### config.mk
export PLATFORM = sky130hd
export DESIGN_NAME = mult_arbiter
export DESIGN_NICKNAME = d
export VERILOG_FILES = /design/src/rtl/mult_arbiter.sv
export SDC_FILE = /design/constraint.sdc
export NUM_CORES = 1
export LEC_CHECK = 0
export CORE_UTILIZATION = 37
export CTS_CLUSTER_DIAMETER = 40
export CTS_CLUSTER_SIZE = 28
export DETAILED_ROUTE_END_ITERATION = 8
export GPL_TIMING_DRIVEN = 0
export PLACE_DENSITY = 0.83
export RECOVER_POWER = 25
export SKIP_LAST_GASP = 1
export SLEW_MARGIN = 10
export SYNTH_ARGS = -nofsm -noshare
export SYNTH_HDL_FRONTEND = slang
export SYNTH_SLANG_ARGS = --single-unit
### constraint.sdc
create_clock -name clk -period 4.2 [get_ports clk]
set_input_delay 0.63 -clock clk [delete_from_list [all_inputs] [get_ports clk]]
set_output_delay 0.63 -clock clk [all_outputs]
set_load 0.03 [all_outputs]
### src/rtl/mult_arbiter.sv
// Round-robin arbiter that time-shares one fixed_mult between NREQ requesters,
// tracking each issued operation's owner through the multiplier latency.
module mult_arbiter #(
  parameter int NREQ     = 4,
  parameter int WIDTH    = 17,
  parameter int MULT_LAT = 1,
  localparam int IDW     = (NREQ > 1) ? $clog2(NREQ) : 1
) (
  input  logic                    clk,
  input  logic                    rst,
  input  logic [NREQ-1:0]         req,
  input  logic [NREQ*WIDTH-1:0]   req_a,
  input  logic [NREQ*WIDTH-1:0]   req_b,
  output logic [NREQ-1:0]         gnt,
  output logic [WIDTH-1:0]        mult_a,
  output logic [WIDTH-1:0]        mult_b,
  input  logic [WIDTH-1:0]        mult_ab,
  input  logic                    mult_clip_int,
  input  logic                    mult_clip_frac,
  output logic                    rsp_valid,
  output logic [IDW-1:0]          rsp_id,
  output logic [WIDTH-1:0]        rsp_ab,
  output logic [1:0]              rsp_clip,
  output logic [NREQ-1:0]         clip_sticky,
  input  logic                    clip_clr
);

  logic [IDW-1:0]   ptr;
  logic [IDW-1:0]   gnt_idx;
  logic             gnt_any;
  int               idx;
  logic [WIDTH-1:0] sel_a;
  logic [WIDTH-1:0] sel_b;
  logic [MULT_LAT:0] vld_pipe;
  logic [IDW-1:0]   tag_pipe [MULT_LAT+1];
  logic [NREQ-1:0]  sticky_set;

  // Search from ptr upward with wrap; the first asserted request wins.
  always_comb begin
    gnt     = '0;
    gnt_any = 1'b0;
    gnt_idx = '0;
    idx     = 0;
    if (!rst) begin
      for (int i = 0; i < NREQ; i++) begin
        idx = int'(ptr) + i;
        if (idx >= NREQ) idx = idx - NREQ;
        if (!gnt_any && req[idx]) begin
          gnt[idx] = 1'b1;
          gnt_any  = 1'b1;
          gnt_idx  = IDW'(idx);
        end
      end
    end
  end

  // AND-OR operand mux; yields zero operands when nothing is granted.
  always_comb begin
    sel_a = '0;
    sel_b = '0;
    for (int i = 0; i < NREQ; i++) begin
      if (gnt[i]) begin
        sel_a = req_a[i*WIDTH +: WIDTH];
        sel_b = req_b[i*WIDTH +: WIDTH];
      end
    end
  end

  always_ff @(posedge clk) begin
    if (rst) begin
      ptr    <= '0;
      mult_a <= '0;
      mult_b <= '0;
    end else begin
      if (gnt_any) ptr <= (gnt_idx == IDW'(NREQ - 1)) ? '0 : gnt_idx + 1'b1;
      mult_a <= sel_a;
      mult_b <= sel_b;
    end
  end

  // Stage 0 lines up with mult_a/mult_b; stage MULT_LAT lines up with mult_ab.
  always_ff @(posedge clk) begin
    if (rst) begin
      vld_pipe <= '0;
      for (int s = 0; s <= MULT_LAT; s++) tag_pipe[s] <= '0;
    end else begin
      vld_pipe[0] <= gnt_any;
      tag_pipe[0] <= gnt_idx;
      for (int s = 1; s <= MULT_LAT; s++) begin
        vld_pipe[s] <= vld_pipe[s-1];
        tag_pipe[s] <= tag_pipe[s-1];
      end
    end
  end

  always_ff @(posedge clk) begin
    if (rst) begin
      rsp_valid <= 1'b0;
      rsp_id    <= '0;
      rsp_ab    <= '0;
      rsp_clip  <= '0;
    end else begin
      rsp_valid <= vld_pipe[MULT_LAT];
      rsp_id    <= vld_pipe[MULT_LAT] ? tag_pipe[MULT_LAT] : '0;
      rsp_ab    <= vld_pipe[MULT_LAT] ? mult_ab : '0;
      rsp_clip  <= vld_pipe[MULT_LAT] ? {mult_clip_int, mult_clip_frac} : 2'b00;
    end
  end

  always_comb begin
    sticky_set = '0;
    for (int i = 0; i < NREQ; i++) begin
      sticky_set[i] = rsp_valid && (|rsp_clip) && (rsp_id == IDW'(i));
    end
  end

  // A clear coinciding with a new clip keeps the new bit set.
  always_ff @(posedge clk) begin
    if (rst) clip_sticky <= '0;
    else     clip_sticky <= (clip_clr ? '0 : clip_sticky) | sticky_set;
  end

endmodule

==> summary.txt <==
outcome - finished, final reports clean
Top Ports - 226
maximum clock path buffer count - 2
net count after synthesis - 632
Worst EP arrival - 3380 ps
Cell Pwr Density - 407 mW/mm²
DR iter-0 viols - 162
crit-path max FO - 18
fmax - 250 MHz
setup tns final - 0 ps
initial antenna violation count - 0
Nets - 869
CTS H-tree lvls - 3
Num CTS Buffers - 9
Worst-path clk slew - 70 ps
Post-Syn Area per Cell - 7.86 µm²
Final min period - 4010 ps
Final WS setup - 194 ps
post-synthesis instance area - 0.00366 mm²
Initial Util - 38.9%
final setup skew - 12.5 ps
DRT Pass-1 Iters - 4
maximum vdd drop - 0.189 mV
fraction of layout cells with a size suffix above 1 - 11.9%
post-synthesis sequential area ratio - 37.2%
vias - 4190
yosys warns - 0
diodes inserted - 0
R2R cell count - 11
Core Region - 0.00942 mm²
final worst-path cycle share - 95.4%
Crit. End Element - output port
Netlist cell types - 45
worst-skew pair later-pin latency - 350 ps
ANT nets after route - 0
Vias/cell - 5.01
Most used DFF post-synth - dfxtp_1
root buffer cell - clkbuf_8
DP Worst Slack - -522 ps
drt wl/cell - 15.8 µm
EDFF count, synth - 0
Filler Cell Count - 800
Total Die Area - 0.0103 mm²
worst hold stages - 1
Die Width - 101 µm
max cap viols - 0
Crit Path Category - flip-flop to output port
Final Max Slew Viols - 0
LEAKAGE - 2.80 nW
pin count of the biggest net entering global routing - 19
Rel. slew slack - 56.1%
Setup crit start kind - flip-flop
worst path required time - 3570 ps
grt total ovfl - 0
RD Place Congestion - 0.845
num rows - 35
RSZ-0062 raised after global routing - false
final hold violations - 0
vias in the first global route - 4140
worst hold path class - flip-flop to flip-flop
Syn-to-layout area delta - 72.7%
IO buf count - 225
Final setup viols - 0
clock net sink count - 68
Async SR Flop Fraction - 0%
Syn Inst Count - 466
final wirelength - 13.2 mm
DPL Wire Length - 10.3 mm
gr usage total - 25.1%
CTS tree - built
#FFs+latches synth - 68
DRC - 0
first-pass GRT wire length - 20.2 mm
die span in y - 101 µm
Least-Margin Pin Slew - 654 ps
[cells in the mapped netlist (all sizes together), types with 3 or more instances]
| master | number | area [µm²] |
|---|---|---|
| dfxtp | 68 | 1360 |
| and2 | 22 | 138 |
| inv | 110 | 413 |
| o21ai | 38 | 190 |
| buf | 17 | 115 |
| ha | 4 | 50.1 |
| a21oi | 45 | 225 |
| or3b | 5 | 43.8 |
| clkbuf | 18 | 67.6 |
| nor2 | 12 | 45.0 |
| nand3b | 3 | 22.5 |
| nor3 | 39 | 200 |
| nor2b | 7 | 43.8 |
| o221a | 34 | 383 |
| a211oi | 5 | 37.5 |
| nand2 | 8 | 30.0 |
| mux4 | 3 | 67.6 |
[final cells by class]
cell class              count  area (µm²)  area share (%)
multi-input cells         253        1720            27.2
clock buffers               9         124            1.96
plain buffers              34         194            3.07
flip-flops and latches     68        1370            21.6
repair buffers            227        2260            35.8
well taps                 129         161            2.55
clock inverters             7        80.1            1.27
inverters                 110         413            6.53
[worst max-delay path: stages (launching register included)]
cell	delay [ps]
dfxtp_4	400
buf_4	170
inv_1	120
ha_1	340
buf_2	200
or3b_1	400
a2111o_1	460
nand2_1	170
a21o_1	150
buf_6	180
and2_1	140
clkdlybuf4s18_2	300
[registers in the layout, summed over array words and instances (netlist names)]
| name | count |
|---|---|
| tag_pipe | 4 |
| mult_a | 17 |
| vld_pipe | 2 |
| rsp_ab | 17 |
| clip_sticky | 4 |
| rsp_id | 2 |
| mult_b | 17 |
| rsp_clip | 2 |
| ptr | 2 |
| rsp_valid | 1 |
[through the flow]
stage | power [mW] | hold slack [ps] | area, µm² | cells | utilization (%)
2_1_floorplan | 1.50 | 406 | 3660 | 466 | -
3_3_place_gp | 1.99 | 411 | 6070 | 820 | 64.5
3_5_place_dp | 2.01 | 421 | 6070 | 820 | 64.5
4_1_cts | 2.58 | 444 | 6300 | 835 | 66.9
5_1_grt | 2.71 | 471 | 6320 | 837 | 67.2
6_report | 2.57 | 443 | 6320 | 837 | 67.2
[placed cells by master (no fill, tap or decap), types with 5 or more instances in the layout]
cell               n
a21oi_1           45
and2_0             9
and2_1            13
buf_2              8
buf_4              5
buf_6              5
clkbuf_1          16
clkbuf_8           9
clkdlybuf4s50_1  210
dfxtp_1           66
dlygate4sd3_1     11
inv_1            110
nand2_1            8
nor2_1            12
nor2b_1            7
nor3_1            38
o21ai_0           37
o221a_2           30
[final timing paths]
check	end	from	slack, ps
setup / recovery	gnt[3]	ptr[0]	190
hold / removal	tag_pipe[1][0]	tag_pipe[0][0]	440
setup reg to reg	mult_b[5]	ptr[0]	640
hold reg to reg	tag_pipe[1][0]	tag_pipe[0][0]	440
[repair_timing]
action	CTS	global route
setup buffers	0	2
setup endpoints to repair	4	3
hold buffers	0	0
resized for setup	18	9
pin swaps	0	3
[routing by layer]
metal,global-route usage [%],vias to the layer above,part of all wire (%)
li1,-,2033,-
met1,28.1,1999,39
met2,47.0,143,53
met3,5.45,15,6.6
met4,8.03,0,1.4
met5,0,-,0
[cell families after synthesis]
logic type,after synthesis,share of synthesized area [%]
and+or+nand+nor,105,15.9
muxes,7,3.01
DFF,68,37.2
adders and majority gates,4,1.37
AOI/OAI and AO/OA,137,26.3
buffers and inverters,145,16.3
[where the power goes]
group	switching (mW)	internal, mW	total (mW)
clock network	0.288	0.283	0.570
logic	0.664	0.557	1.22
registers	0.0315	0.751	0.783
total	0.984	1.59	2.57
Power figures use the tool's default switching activity.
